--- config.mk ---
export PLATFORM = sky130hd
export DESIGN_NAME = inverter_arbiter_flat
export DESIGN_NICKNAME = d
export VERILOG_FILES = /design/src/rtl/inverter_arbiter_if.sv /design/src/rtl/inverter_arbiter.sv /design/src/flat_wrapper.sv
export SDC_FILE = /design/constraint.sdc
export NUM_CORES = 1
export LEC_CHECK = 0
export BUFFER_PORTS_ARGS = -buffer_cell sky130_fd_sc_hd__buf_2
export CORE_MARGIN = 5
export CORE_UTILIZATION = 45
export CTS_CLUSTER_DIAMETER = 150
export CTS_CLUSTER_SIZE = 40
export DETAILED_ROUTE_END_ITERATION = 8
export GPL_TIMING_DRIVEN = 0
export PLACE_DENSITY = 0.76
export SKIP_CTS_REPAIR_TIMING = 1
export SYNTH_ARGS = -nofsm -noshare
export SYNTH_HDL_FRONTEND = slang
export SYNTH_SLANG_ARGS = --single-unit
export TNS_END_PERCENT = 10
--- constraint.sdc ---
create_clock -name clk -period 2.1 [get_ports clk]
set_clock_uncertainty 0.05 [all_clocks]
set_input_delay 0 -clock clk [delete_from_list [all_inputs] [get_ports clk]]
set_output_delay 0 -clock clk [all_outputs]
set_load 0.03 [all_outputs]
--- src/rtl/inverter_arbiter_if.sv ---
// Request and response channels between the
// client blocks and the shared inverter.
interface inverter_arbiter_if #(
  parameter int WIDTH = 8
) ();
  logic [3:0]         req_valid;
  logic [4*WIDTH-1:0] req_data;
  logic [3:0]         req_ready;
  logic               rsp_valid;
  logic               rsp_ready;
  logic [1:0]         rsp_id;
  logic [WIDTH-1:0]   rsp_data;

  modport master (
    output req_valid,
    output req_data,
    input  req_ready,
    input  rsp_valid,
    output rsp_ready,
    input  rsp_id,
    input  rsp_data
  );

  modport slave (
    input  req_valid,
    input  req_data,
    output req_ready,
    output rsp_valid,
    input  rsp_ready,
    output rsp_id,
    output rsp_data
  );
endinterface

--- src/rtl/inverter_arbiter.sv ---
// Round-robin arbiter sharing one registered
// inverter between four requesters.
module inverter_arbiter #(
  parameter int WIDTH = 8
) (
  input  logic                clk,
  input  logic                reset,
  inverter_arbiter_if.slave   bus,
  output logic                busy
);

  typedef enum logic [1:0] {
    IDLE,
    EVAL,
    RESP
  } state_t;

  state_t             state;
  state_t             state_n;
  logic [1:0]         ptr;
  logic [1:0]         win;
  logic [1:0]         idx;
  logic               found;
  logic [3:0]         grant;
  logic               xfer;
  logic [WIDTH-1:0]   op;
  logic [1:0]         id;
  logic [WIDTH-1:0]   rsp_data_q;
  logic [1:0]         rsp_id_q;
  logic [WIDTH-1:0]   slice;

  // Search upward from ptr; first pending request wins.
  always_comb begin
    win   = ptr;
    idx   = ptr;
    found = 1'b0;
    for (int k = 0; k < 4; k++) begin
      idx = ptr + 2'(k);
      if (!found && bus.req_valid[idx]) begin
        found = 1'b1;
        win   = idx;
      end
    end
  end

  always_comb begin
    grant = '0;
    if (state == IDLE && !reset && found)
      grant[win] = 1'b1;
  end

  assign xfer  = |(bus.req_valid & grant);
  assign slice = bus.req_data[win*WIDTH +: WIDTH];

  always_ff @(posedge clk) begin
    if (reset)
      state <= IDLE;
    else
      state <= state_n;
  end

  always_comb begin
    state_n = state;
    unique case (state)
      IDLE: if (xfer) state_n = EVAL;
      EVAL: state_n = RESP;
      RESP: if (bus.rsp_ready) state_n = IDLE;
      default: state_n = IDLE;
    endcase
  end

  always_ff @(posedge clk) begin
    if (reset) begin
      ptr        <= '0;
      op         <= '0;
      id         <= '0;
      rsp_data_q <= '0;
      rsp_id_q   <= '0;
    end else begin
      if (xfer) begin
        op  <= slice;
        id  <= win;
        ptr <= win + 2'd1;
      end
      if (state == EVAL) begin
        rsp_data_q <= ~op;
        rsp_id_q   <= id;
      end
    end
  end

  assign bus.req_ready = grant;
  assign bus.rsp_valid = (state == RESP);
  assign bus.rsp_data  = rsp_data_q;
  assign bus.rsp_id    = rsp_id_q;
  assign busy          = (state != IDLE);

endmodule

--- src/flat_wrapper.sv ---
// flat-port wrapper written by rule: the top's interface ports become plain ports
module inverter_arbiter_flat 
#(
  parameter int WIDTH = 8
)
  (clk, reset, busy, bus_req_valid, bus_req_data, bus_req_ready, bus_rsp_valid, bus_rsp_ready, bus_rsp_id, bus_rsp_data);
  inverter_arbiter_if #(.WIDTH(WIDTH)) bus_i ();
  input  logic clk;
  input  logic reset;
  output logic busy;
  input wire logic [$bits(bus_i.req_valid)-1:0] bus_req_valid;
  input wire logic [$bits(bus_i.req_data)-1:0] bus_req_data;
  output wire logic [$bits(bus_i.req_ready)-1:0] bus_req_ready;
  output wire logic [$bits(bus_i.rsp_valid)-1:0] bus_rsp_valid;
  input wire logic [$bits(bus_i.rsp_ready)-1:0] bus_rsp_ready;
  output wire logic [$bits(bus_i.rsp_id)-1:0] bus_rsp_id;
  output wire logic [$bits(bus_i.rsp_data)-1:0] bus_rsp_data;
  assign bus_i.req_valid = bus_req_valid;
  assign bus_i.req_data = bus_req_data;
  assign bus_req_ready = bus_i.req_ready;
  assign bus_rsp_valid = bus_i.rsp_valid;
  assign bus_i.rsp_ready = bus_rsp_ready;
  assign bus_rsp_id = bus_i.rsp_id;
  assign bus_rsp_data = bus_i.rsp_data;
  inverter_arbiter #(.WIDTH(WIDTH)) u_core (.clk(clk), .reset(reset), .bus(bus_i), .busy(busy));
endmodule
### Yosys cells after proc, flatten, opt, wreduce, memory -nomap -nowiden

Index checks and enable logic that the tools add are counted.

* add/sub/neg operators: 4
* magnitude comparators: 6
* eq/ne operators: 4
* shift-type cells: 1
* multiplexer cells: 21
* bitwise gates (word level): 2
* reduce and logical (&&, ||, !) cells: 14

Operator list (number)
* 32-bit by 6-bit indexed part select with 8-bit output: 1
* 2-bit by 3-bit < comparator with 1-bit output (second input constant): 5
* 2-bit two-way mux: 5
* 1-bit two-way mux: 9
* 1-bit binary-select mux with 2-bit select: 4
* 8-bit inverter: 1
* 1-bit logical AND: 6
* 2-bit case mux with 3 select lines: 1
* 2-bit by 1-bit adder with 2-bit output (second input constant): 2
* 2-bit adder (second input constant): 2
* 4-bit AND: 1
* 1-bit zero test: 4
* 4-bit two-way mux: 1
* 2-bit by 1-bit inequality test with 1-bit output (second input constant): 2
* 4-bit OR reduction: 1
* 1-bit demux with 2-bit select: 1
* 2-bit by 1-bit equality test with 1-bit output (second input constant): 1
* 2-bit equality test (second input constant): 1
* 2-bit by 1-bit greater-or-equal comparator with 1-bit output (second input constant): 1
* 2-bit zero test: 1
* 2-bit AND reduction: 1
* 2-bit nonzero test: 1

* register bits after elaboration: 24
* input port bits: 39

### Longest topological paths before layout

* depth after elaboration: 21
* gate-level depth with buffers: 6
* mapped depth without buffers: 5

### Least setup slack after synthesis

No wires, ideal clock.

* kind: register to output
* start: reg u_core.state[0]
* end: out bus_req_ready[2]
* arrival: 1970 ps
* slack: 80 ps
* cell stages (with the launch flop): 7
* path buffers: 1
* cells stage by stage: dfxtp_1 -> or2_1 -> or3_1 -> inv_2 -> and2_1 -> buf_2 -> nor2b_1

* cells in the longest elaborated chain, start to end: 4

RTL lines
* start: declaration: line inverter_arbiter.sv:18 `state_t state;`
* start signal: assignment: line inverter_arbiter.sv:59 `state <= state_n;`
* 2-bit zero test: line inverter_arbiter.sv:48 `if (state == IDLE && !reset && found)`
* 1-bit logical AND (2 in series): line inverter_arbiter.sv:48
* 4-bit two-way mux: line inverter_arbiter.sv:48
* end: declaration: line flat_wrapper.sv:13 `output wire logic [$bits(bus_i.req_ready)-1:0] bus_req_ready;`

Every way passes these cells.

### Final worst setup path

* start: reg u_core.state[0]
* end: out bus_req_ready[1]

The elaborated chain is that of the path after synthesis.

==> results.toml <==
[clocking]
cts_num_sinks = 24
cts_buffer_depth = 2
insertion_delay_ns = 0.31
cts-htree-levels = 1
cts_buffers = 3
cts_tree = "done"
cts-root-buf = "clkbuf_4"
clk_pin_slew_ns = 0.11

[sta]
period_needed_ns = 2.023
hold_viol = 3
clock.fmax_mhz = 494.2
relSlewSlack = 0.6046
worst_pin_slew_ns = 0.5909
setup_violations = 0
slew_violations = 0
setup_tns_ns = 0
fin_crit_sh = 0.9635
hold_ws_ns = -0.004721

[floorplanning]
start_util = 0.4569
core_area_um2 = 2686
rows = 19
die-area_um2 = 3872
ioPinCount = 55
die_w_um = 62.23
die_h_um = 62.23

[power]
vdd_drop_max_mv = 0.4571
p_per_area_nw_per_um2 = 671.9
swShare = 0.3312
power_leakage_nw = 0.8341
p_sw_uw = 406.5
clkPwrFrac = 0.159
p_int_uw = 820.9
comb_power_share = 0.387
pwr-share-seq = 0.455

[hold_path]
hold_path_class = "in -> reg"
min_path_cells = 3

[global_route]
grt_pass1_wl_um = 4947
gr-usage-met3 = 0.02523
grt.overflow.total = 0
antenna_found_initial = 0
top_usage_layer = "met2"
grt_use_met2 = 0.2591
grt_max_degree = 13
grt_pass1_vias = 1115
grt_usage = 0.1548
use_met1 = 0.1867

[final_layout]
mostFrequentLayoutCell = "buf_2"
num-fill-cells = 219
final_nets = 252
drive_gt1_frac = 0.3744
syn2layout_area_growth_pct = 48.83
final_cell_mix = "buf_2 (52), dfxtp_1 (23), nor2_1 (21), dlygate4sd3_1 (21), a21oi_1 (10)"
postLayoutCellArea_um2 = 1827
num_antenna_cells = 0

[critical_path]
critPathKind = "reg -> out"
crit_end = "bus_req_ready[1]"
crit_start = "u_core.state[0]"
r2r_cells = 6
cp-end-kind = "output port"
worst_r2r_startpoint = "u_core.ptr[1]"
arrival_ns = 1.97
rrSetupSlack_ns = 0.08
worstPathRequired_ns = 2.05
start_kind = "register"
r2r-end = "u_core.op[1]"
crit_path_max_fanout = 10

[drt]
first_pass_iters = 4
routed_wl_um = 3483
drc = 0
drt-wirelength-per-cell_um = 14.39
vias_per_cell = 5.293
ant_nets = 0
drtIter0Drc = 23
vias = 1281

[logic_synthesis]
synth_seq_area_share = 0.3914
synth_nets = 170
yosys_warnings = 0
postSynthAreaPerCell_um2 = 9.370
syn-cell-area_um2 = 1227
ys_seq_elements = 24
ys_types = 30
synth_cells = 131

[run]
maxCapViolations = 0

[run_status]
violations = "negative hold slack"
status = "complete, but fails checks"

[placed_design]
place_area_um2 = 1536
gp_congestion = 0.8213
numPortBuffers = 54
dp_hpwl_um = 2415
-- cell families after synthesis --
kind of cell / count (synthesis) / share of synthesized area
xor+xnor: 1 / 0.007137
mux: 16 / 0.1651
simple gates: 52 / 0.2131
flops: 24 / 0.3914
compound gates: 28 / 0.1815
buf+inv: 10 / 0.04179
-- per-stage QoR --
step / hold slack, ns / setup WS (ns) / power [mW] / util / instances
2_1_floorplan: 0.1318 / 0.07998 / 0.8622 / - / 131
3_3_place_gp: 0.2222 / 0.2379 / 0.9669 / 0.5720 / 216
3_5_place_dp: 0.2336 / 0.1638 / 0.9847 / 0.5720 / 216
4_1_cts: -0.1087 / -0.1348 / 1.178 / 0.5803 / 219
5_1_grt: 0.003384 / -0.02875 / 1.291 / 0.6800 / 242
6_report: -0.004721 / 0.07660 / 1.227 / 0.6800 / 242
-- cell usage after synthesis --
cell type | number | share of area
mux2_2 | 4 | 0.037
o41ai_2 | 1 | 0.013
or2_1 | 1 | 0.0051
xnor2_1 | 1 | 0.0071
buf_2 | 2 | 0.0082
mux2_1 | 6 | 0.055
buf_6 | 1 | 0.0092
inv_2 | 1 | 0.0031
o21ai_1 | 2 | 0.0082
clkbuf_1 | 3 | 0.0092
or3_1 | 1 | 0.0051
dfxtp_1 | 24 | 0.39
nor2b_1 | 6 | 0.031
nor4_1 | 1 | 0.0051
nand2b_1 | 2 | 0.010
and3_1 | 1 | 0.0051
buf_4 | 1 | 0.0061
inv_1 | 1 | 0.0031
a2bb2oi_1 | 1 | 0.0071
nand2_1 | 7 | 0.021
mux2_4 | 6 | 0.073
nor3_1 | 3 | 0.012
a21oi_1 | 10 | 0.041
nor3b_1 | 8 | 0.049
a221o_1 | 8 | 0.065
nor2_1 | 21 | 0.064
o221a_4 | 1 | 0.016
buf_1 | 1 | 0.0031
a211oi_1 | 5 | 0.031
and2_1 | 1 | 0.0051
-- power by group through the flow --
| stage | clock network, mW | registers (mW) | logic (mW) |
|---|---|---|---|
| global placement | 0 | 0.563 | 0.404 |
| floorplan | 0 | 0.597 | 0.265 |
| CTS | 0.203 | 0.556 | 0.419 |
| global route | 0.213 | 0.565 | 0.513 |
| finish | 0.195 | 0.558 | 0.475 |
| detailed placement | 0 | 0.567 | 0.418 |
-- per-layer routing --
| layer | vias up | wire length [um] |
|---|---|---|
| met4 | 0 | 59 |
| met2 | 58 | 1803 |
| li1 | 637 | - |
| met5 | - | 0 |
| met1 | 581 | 1372 |
| met3 | 5 | 248 |
-- sequential cells by signal, summed over array words and instances (netlist names) --
| name | flops |
|---|---|
| u_core.bus.rsp_data | 8 |
| u_core.op | 8 |
| u_core.bus.rsp_id | 2 |
| u_core.id | 2 |
| u_core.ptr | 2 |
| u_core.state | 2 |
-- critical path, stage by stage (launching register included) --
cell      delay, ns
dfxtp_2        0.35
or2_1          0.25
or3_4          0.40
inv_2          0.10
clkbuf_4       0.19
nand2_1        0.09
nor2_1         0.11
buf_4          0.17
-- cell type report --
class,count,area [um^2],area share
Timing Repair Buffer,77,504.2,0.2760
Tap cell,31,38.79,0.02123
Buffer,8,52.55,0.02877
Clock buffer,3,22.52,0.01233
Inverter,2,7.507,0.004110
Multi-Input combinational cell,97,719.4,0.3938
Sequential cell,24,481.7,0.2637
-- how the worst min path moves through the flow --
stage                      endpoint             from  slack, ns
finish                 u_core.op[5]  bus_req_data[5]     -0.005
global route           u_core.op[4]  bus_req_data[4]      0.003
CTS                 u_core.state[1]    bus_rsp_ready      -0.11
detailed placement  u_core.state[1]    bus_rsp_ready       0.23
global placement    u_core.state[1]    bus_rsp_ready       0.22
floorplan           u_core.state[1]    bus_rsp_ready       0.13
Note: power is estimated with default switching activity, not from simulation.
